--- config.mk ---
export PLATFORM = sky130hd
export DESIGN_NAME = sd_spi_cmd_ctrl
export DESIGN_NICKNAME = d
export VERILOG_FILES = /design/src/rtl/sd_spi_pkg.sv /design/src/rtl/sd_crc7.sv /design/src/rtl/sd_spi_cmd_ctrl.sv
export SDC_FILE = /design/constraint.sdc
export NUM_CORES = 1
export LEC_CHECK = 0
export ABC_AREA = 1
export CORE_UTILIZATION = 30
export DETAILED_ROUTE_END_ITERATION = 7
export SLEW_MARGIN = 20
export SYNTH_ARGS = -nofsm -noshare
export SYNTH_HDL_FRONTEND = slang
export SYNTH_HIERARCHICAL = 1
export SYNTH_SLANG_ARGS = --single-unit
export TNS_END_PERCENT = 5
--- constraint.sdc ---
create_clock -name clk -period 2.2 [get_ports clk]
set_input_delay 0.44 -clock clk [delete_from_list [all_inputs] [get_ports clk]]
set_output_delay 0.44 -clock clk [all_outputs]
set_load 0.05 [all_outputs]
--- src/rtl/sd_spi_pkg.sv ---
// Shared types and constants for the SD-card SPI command path.
package sd_spi_pkg;

  typedef enum logic [2:0] {
    IDLE,
    DUMMY,
    FRAME,
    POLL,
    GAP,
    DONE
  } sd_state_e;

  localparam logic [1:0] SD_START_BITS = 2'b01;
  localparam logic [7:0] SD_IDLE_BYTE  = 8'hFF;
  localparam logic [6:0] CRC7_POLY     = 7'h09;

  localparam logic [5:0] CMD0   = 6'd0;
  localparam logic [5:0] CMD8   = 6'd8;
  localparam logic [5:0] CMD17  = 6'd17;
  localparam logic [5:0] CMD24  = 6'd24;
  localparam logic [5:0] CMD55  = 6'd55;
  localparam logic [5:0] ACMD41 = 6'd41;

endpackage

--- src/rtl/sd_crc7.sv ---
// Combinational CRC7 (x^7+x^3+1, zero seed) over a 40-bit command header, MSB first.
module sd_crc7
  import sd_spi_pkg::*;
(
  input  logic [39:0] data,
  output logic [6:0]  crc
);

  logic fb;

  always_comb begin
    crc = '0;
    fb  = 1'b0;
    for (int i = 39; i >= 0; i--) begin
      fb  = data[i] ^ crc[6];
      crc = {crc[5:0], 1'b0} ^ (fb ? CRC7_POLY : 7'h00);
    end
  end

endmodule

--- src/rtl/sd_spi_cmd_ctrl.sv ---
// SD SPI command sequencer: dummy-clock preamble, 6-byte command framing,
// R1 polling with timeout, trailing gap byte, chip-select ownership.
module sd_spi_cmd_ctrl
  import sd_spi_pkg::*;
#(
  parameter int POLL_MAX    = 8,
  parameter int DUMMY_BYTES = 10
) (
  input  logic        clk,
  input  logic        rst,
  input  logic        init_req,
  input  logic        cmd_valid,
  output logic        cmd_ready,
  input  logic [5:0]  cmd_idx,
  input  logic [31:0] cmd_arg,
  output logic        rsp_valid,
  output logic [7:0]  rsp_r1,
  output logic        rsp_timeout,
  output logic        init_done,
  output logic        cs_n,
  output logic        byte_start,
  output logic [7:0]  byte_tx,
  input  logic        byte_done,
  input  logic [7:0]  byte_rx
);

  localparam logic [7:0] POLL_LAST  = 8'(POLL_MAX - 1);
  localparam logic [7:0] DUMMY_LAST = 8'(DUMMY_BYTES - 1);
  localparam logic [7:0] FRAME_LAST = 8'd5;

  sd_state_e   state_reg, state_next;
  logic        busy_reg, busy_next;
  logic [7:0]  cnt_reg, cnt_next;
  logic [47:0] frame_reg, frame_next;
  logic [7:0]  byte_tx_reg, byte_tx_next;
  logic        byte_start_reg, byte_start_next;
  logic        cs_n_reg, cs_n_next;
  logic [7:0]  r1_cap_reg, r1_cap_next;
  logic        to_cap_reg, to_cap_next;
  logic [7:0]  rsp_r1_reg, rsp_r1_next;
  logic        rsp_timeout_reg, rsp_timeout_next;
  logic        init_done_reg, init_done_next;

  logic [6:0]  crc;
  logic [7:0]  frame_byte [0:7];
  logic        accept, issue, done_evt, last_byte;

  assign cmd_ready = (state_reg == IDLE) && !init_req && !rst;
  assign accept    = cmd_valid && cmd_ready;
  assign issue     = (state_reg inside {DUMMY, FRAME, POLL, GAP}) && !busy_reg;
  // A byte_done only counts while our own transfer is outstanding.
  assign done_evt  = busy_reg && byte_done;

  sd_crc7 u_crc7 (
    .data ({SD_START_BITS, cmd_idx, cmd_arg}),
    .crc  (crc)
  );

  genvar gi;
  generate
    for (gi = 0; gi < 8; gi++) begin : g_frame_byte
      if (gi < 6) begin : g_used
        assign frame_byte[gi] = frame_reg[47 - 8*gi -: 8];
      end else begin : g_pad
        assign frame_byte[gi] = SD_IDLE_BYTE;
      end
    end
  endgenerate

  always_comb begin
    case (state_reg)
      DUMMY:   last_byte = (cnt_reg == DUMMY_LAST);
      FRAME:   last_byte = (cnt_reg == FRAME_LAST);
      POLL:    last_byte = !byte_rx[7] || (cnt_reg == POLL_LAST);
      GAP:     last_byte = 1'b1;
      default: last_byte = 1'b0;
    endcase
  end

  always_ff @(posedge clk) begin
    if (rst) state_reg <= IDLE;
    else     state_reg <= state_next;
  end

  always_comb begin
    state_next = state_reg;
    case (state_reg)
      IDLE: begin
        if (init_req)    state_next = DUMMY;
        else if (accept) state_next = FRAME;
      end
      DUMMY:   if (done_evt && last_byte) state_next = IDLE;
      FRAME:   if (done_evt && last_byte) state_next = POLL;
      POLL:    if (done_evt && last_byte) state_next = GAP;
      GAP:     if (done_evt)              state_next = DONE;
      DONE:    state_next = IDLE;
      default: state_next = IDLE;
    endcase
  end

  always_comb begin
    busy_next        = busy_reg;
    cnt_next         = cnt_reg;
    frame_next       = frame_reg;
    byte_tx_next     = byte_tx_reg;
    byte_start_next  = 1'b0;
    cs_n_next        = cs_n_reg;
    r1_cap_next      = r1_cap_reg;
    to_cap_next      = to_cap_reg;
    rsp_r1_next      = rsp_r1_reg;
    rsp_timeout_next = rsp_timeout_reg;
    init_done_next   = 1'b0;

    if (accept)
      frame_next = {SD_START_BITS, cmd_idx, cmd_arg, crc, 1'b1};

    if (issue) begin
      byte_start_next = 1'b1;
      busy_next       = 1'b1;
      byte_tx_next    = (state_reg == FRAME) ? frame_byte[cnt_reg[2:0]] : SD_IDLE_BYTE;
      cs_n_next       = !(state_reg inside {FRAME, POLL});
    end

    if (done_evt) begin
      busy_next = 1'b0;
      cnt_next  = last_byte ? 8'd0 : cnt_reg + 8'd1;
      if (last_byte) begin
        case (state_reg)
          DUMMY: init_done_next = 1'b1;
          POLL: begin
            r1_cap_next = byte_rx[7] ? SD_IDLE_BYTE : byte_rx;
            to_cap_next = byte_rx[7];
            cs_n_next   = 1'b1;
          end
          // Response registers only move together with rsp_valid.
          GAP: begin
            rsp_r1_next      = r1_cap_reg;
            rsp_timeout_next = to_cap_reg;
          end
          default: ;
        endcase
      end
    end
  end

  always_ff @(posedge clk) begin
    if (rst) begin
      busy_reg        <= 1'b0;
      cnt_reg         <= 8'd0;
      frame_reg       <= '0;
      byte_tx_reg     <= SD_IDLE_BYTE;
      byte_start_reg  <= 1'b0;
      cs_n_reg        <= 1'b1;
      r1_cap_reg      <= SD_IDLE_BYTE;
      to_cap_reg      <= 1'b0;
      rsp_r1_reg      <= SD_IDLE_BYTE;
      rsp_timeout_reg <= 1'b0;
      init_done_reg   <= 1'b0;
    end else begin
      busy_reg        <= busy_next;
      cnt_reg         <= cnt_next;
      frame_reg       <= frame_next;
      byte_tx_reg     <= byte_tx_next;
      byte_start_reg  <= byte_start_next;
      cs_n_reg        <= cs_n_next;
      r1_cap_reg      <= r1_cap_next;
      to_cap_reg      <= to_cap_next;
      rsp_r1_reg      <= rsp_r1_next;
      rsp_timeout_reg <= rsp_timeout_next;
      init_done_reg   <= init_done_next;
    end
  end

  assign rsp_valid   = (state_reg == DONE);
  assign rsp_r1      = rsp_r1_reg;
  assign rsp_timeout = rsp_timeout_reg;
  assign init_done   = init_done_reg;
  assign cs_n        = cs_n_reg;
  assign byte_start  = byte_start_reg;
  assign byte_tx     = byte_tx_reg;

endmodule

==> flow_metrics.py, run 1 <==
metrics = {
    "worst_setup_path": {
        "worstPathMaxFanout": 5,
        "crit_path_max_incr_delay_ps": 110,
        "slowest_stage": "buf_8",
        "critical_path_class": "in -> reg",
        "required_ps": 2440,
        "path_buf_inv": 7,
        "reg2reg_from": "cnt_reg[1]",
        "worstRegToRegCells": 11,
        "worstPathArrival_ps": 2630,
        "cpMostUsedCell": "nand2_2",
        "rr_endpoint": "to_cap_reg",
        "crit_path_start_kind": "primary input",
        "path_delay_family": "simple AND/OR/NAND/NOR gates",
        "critPathCaptureType": "flip-flop",
        "reg2reg_slack_ps": 450,
    },
    "sta": {
        "fin_crit_ps": 2390,
        "skew_ps": 9.36,
        "hold_violations": 0,
        "timing.final.crit_share": 1.09,
        "tns_ps": -795,
        "max_clock_freq_mhz": 419,
        "setup_slack_ps": -187,
        "drv_slew": 0,
        "max_slew_margin": 0.629,
        "tightest_slew_ps": 555,
        "hold_ws_ps": 408,
        "setup_viol": 7,
        "rsz0062_at_grt": "yes",
    },
    "pwr": {
        "clkPwrFrac": 0.241,
        "power_leakage_nw": 3.26,
        "peakVddDrop_uv": 431,
        "p_int_mw": 3.77,
        "p_sw_frac": 0.420,
        "p_per_area_mw_per_mm2": 914,
        "comb_power_share": 0.460,
        "p_switching_mw": 2.73,
        "pwr-share-seq": 0.299,
        "total_power_mw": 6.50,
    },
    "layout": {
        "regArea_mm2": 0.00174,
        "drive_above_1_share": 0.239,
        "layout_common_cells": "nand2_1 (256), dfxtp_1 (87), o21ai_0 (83)",
        "largest_reg_flops": 46,
        "fillers": 1827,
        "antenna_cells": 0,
        "multi_input_area_mm2": 0.00338,
        "area_growth_pct": 35.7,
        "layout_commonest_cell": "nand2_1",
        "fin_nets": 1000,
    },
    "clock_tree": {
        "cts_tree": "done",
        "htree_levels": 3,
        "numCtsBuffers": 9,
        "clkTransAtPathRegs_ps": 70,
        "cts.sinks": 87,
        "cts-root-buf": "clkbuf_16",
        "clockBufferDepth": 2,
        "clk_latency_ps": 350,
    },
    "global_route": {
        "grt_pass1_wl_um": 23000,
        "grt_overflow": 0,
        "grt_usage": 0.160,
        "grt_antenna_before_repair": 0,
        "grt_max_degree": 43,
        "grt_pass1_vias": 4899,
    },
    "synthesis": {
        "yosys_warnings": 6,
        "synth-seq-cells": 87,
        "yosys.cell_types.count": 39,
        "synth-xor-area-share": 0.0215,
        "netlist_instances": 838,
        "synth_compound_area_frac": 0.127,
        "synth_top_family_by_area": "simple AND/OR/NAND/NOR gates",
        "synthAdderAreaFrac": 0.00477,
        "yosys.area_share.simple": 0.421,
        "synth.yosys.seq_area_share": 0.332,
        "syn-cell-area_mm2": 0.00524,
        "avgSynthCellArea_um2": 6.25,
        "synth_mux_area_frac": 0,
    },
    "drt": {
        "drt_first_pass_iters": 4,
        "drt_iter0_drc": 316,
        "via_count": 5372,
        "drc": 0,
        "wire_per_inst_um": 12.0,
        "wl_um": 14000,
        "ant_nets": 0,
        "viasPerCell": 4.58,
    },
    "hold_path": {
        "hold_path_depth": 4,
        "hold_path_end": "frame_reg[42]",
        "holdCritPathClass": "in -> reg",
        "min_from": "cmd_idx[2]",
    },
    "floorplan": {
        "die-area_mm2": 0.0180,
        "core_area_mm2": 0.0168,
        "std_cell_rows": 47,
        "initial_core_util": 0.312,
        "die_w_um": 134,
        "ioPinCount": 73,
        "die_y_um": 134,
    },
    "place": {
        "io_buffers": 72,
        "place_congestion": 0.824,
        "hpwl_um": 10500,
    },
    "run_status": {
        "violations": "negative setup slack",
        "outcome": "complete, but fails checks",
    },
    "run": {
        "drv_cap": 0,
    },
}
tightest hold or removal path: stages:
cell     delay, ps
buf_6           80
buf_4          110
nand2_1         40
o21ai_0         50
through the flow:
step	setup slack (ps)	cells	area, um2	util
2_1_floorplan	-157	846	5270	-
3_3_place_gp	-957	1149	6440	0.383
3_5_place_dp	-1030	1149	6440	0.383
4_1_cts	-123	1171	7000	0.416
5_1_grt	-368	1172	7110	0.423
6_report	-187	1172	7110	0.423
cells in the mapped netlist:
cell type  count  area [um2]
nand2_1      304        1140
dfxtp_1       87        1740
o21ai_0       86         430
inv_1         71         267
nand3_1       65         325
nand2_2       46         288
nor2_1        40         150
a21oi_1       31         155
inv_2         14        52.6
clkbuf_1      13        48.8
nand3b_1      10        75.1
buf_2          9        45.0
xor2_1         9        78.8
o22ai_1        6        37.5
nand3_2        5        50.1
nor3_1         5        25.0
nor2_2         4        25.0
buf_6          3        33.8
nand4_1        3        18.8
a31oi_1        2        12.5
buf_1          2        7.51
clkinv_1       2        7.51
conb_1         2        7.51
ha_1           2        25.0
nor2_4         2        22.5
xnor2_1        2        17.5
a21boi_0       1        7.51
buf_4          1        7.51
clkinv_4       1        8.76
nand2_4        1        11.3
nand3_4        1        17.5
nand3b_4       1        20.0
nor2_8         1        20.0
nor4_2         1        12.5
o2111ai_1      1        8.76
o21a_1         1        7.51
o32ai_1        1        8.76
or2_2          1        6.26
xnor2_2        1        16.3
layer usage:
layer / global-route usage / routed length [um] / up-vias
met3: 0.0238 / 553 / 13
met1: 0.213 / 6980 / 2387
met4: 0.0506 / 170 / 0
li1: - / - / 2879
met5: 0 / 0 / -
met2: 0.265 / 6330 / 93
how the worst max path moves through the flow:
stage	from	to	slack, ps	cells after the start
5_1_grt	cmd_arg[30]	frame_reg[5]	-370	27
6_report	cmd_idx[5]	frame_reg[5]	-190	30
2_1_floorplan	cmd_idx[2]	frame_reg[1]	-160	25
3_3_place_gp	cmd_arg[30]	frame_reg[1]	-960	26
3_5_place_dp	cmd_idx[5]	frame_reg[5]	-1030	30
4_1_cts	cmd_idx[5]	frame_reg[5]	-120	27
area by class of cell:
cell class	instances	share of cell area
repair buffers	118	0.150
clock buffers	9	0.0317
flip-flops and latches	87	0.245
clock inverters	7	0.0111
multi-input cells	643	0.476
well taps	220	0.0387
inverters	88	0.0479
power by group through the flow:
| stage | Clock (mW) | Combinational, mW | Sequential (mW) |
|---|---|---|---|
| after global placement | 0 | 2.63 | 1.97 |
| after floorplan | 0 | 1.81 | 2.12 |
| after CTS | 1.60 | 2.88 | 1.94 |
| after detailed placement | 0 | 2.65 | 1.98 |
| after global routing | 1.66 | 3.31 | 1.97 |
| final | 1.56 | 2.99 | 1.94 |
cell families (layout without fill, tap and decap cells):
logic type,count (synthesis),in the layout
compound gates,129,129
xor+xnor,12,12
fa+ha+maj,2,2
buf+inv,116,222
flops,87,87
other cells,2,10
simple gates,490,490
repair_timing:
action	4_1_cts	5_1_grt
endpoints found under the hold margin	0	0
endpoints found under the setup margin	7	7
pin swaps	59	33
hold buffers	0	0
buffers inserted	6	1
gates resized for setup	126	34
(Power assumes the default switching activity.)
==> run 2: changes to the inputs <==
--- a/config.mk
+++ b/config.mk
@@ -8,7 +8,6 @@
 export ABC_AREA = 1
 export CORE_UTILIZATION = 30
 export DETAILED_ROUTE_END_ITERATION = 7
-export SLEW_MARGIN = 20
 export SYNTH_ARGS = -nofsm -noshare
 export SYNTH_HDL_FRONTEND = slang
 export SYNTH_HIERARCHICAL = 1
==> results of run 2 <==
Final layout, timing and power as in run 1 (identical DEF).
==> run 3: changes to the inputs <==
--- a/config.mk
+++ b/config.mk
@@ -8,6 +8,7 @@
 export ABC_AREA = 1
 export CORE_UTILIZATION = 30
 export DETAILED_ROUTE_END_ITERATION = 7
+export SLEW_MARGIN = 10
 export SYNTH_ARGS = -nofsm -noshare
 export SYNTH_HDL_FRONTEND = slang
 export SYNTH_HIERARCHICAL = 1
==> results of run 3 <==
Final layout, timing and power as in run 1 (identical DEF).
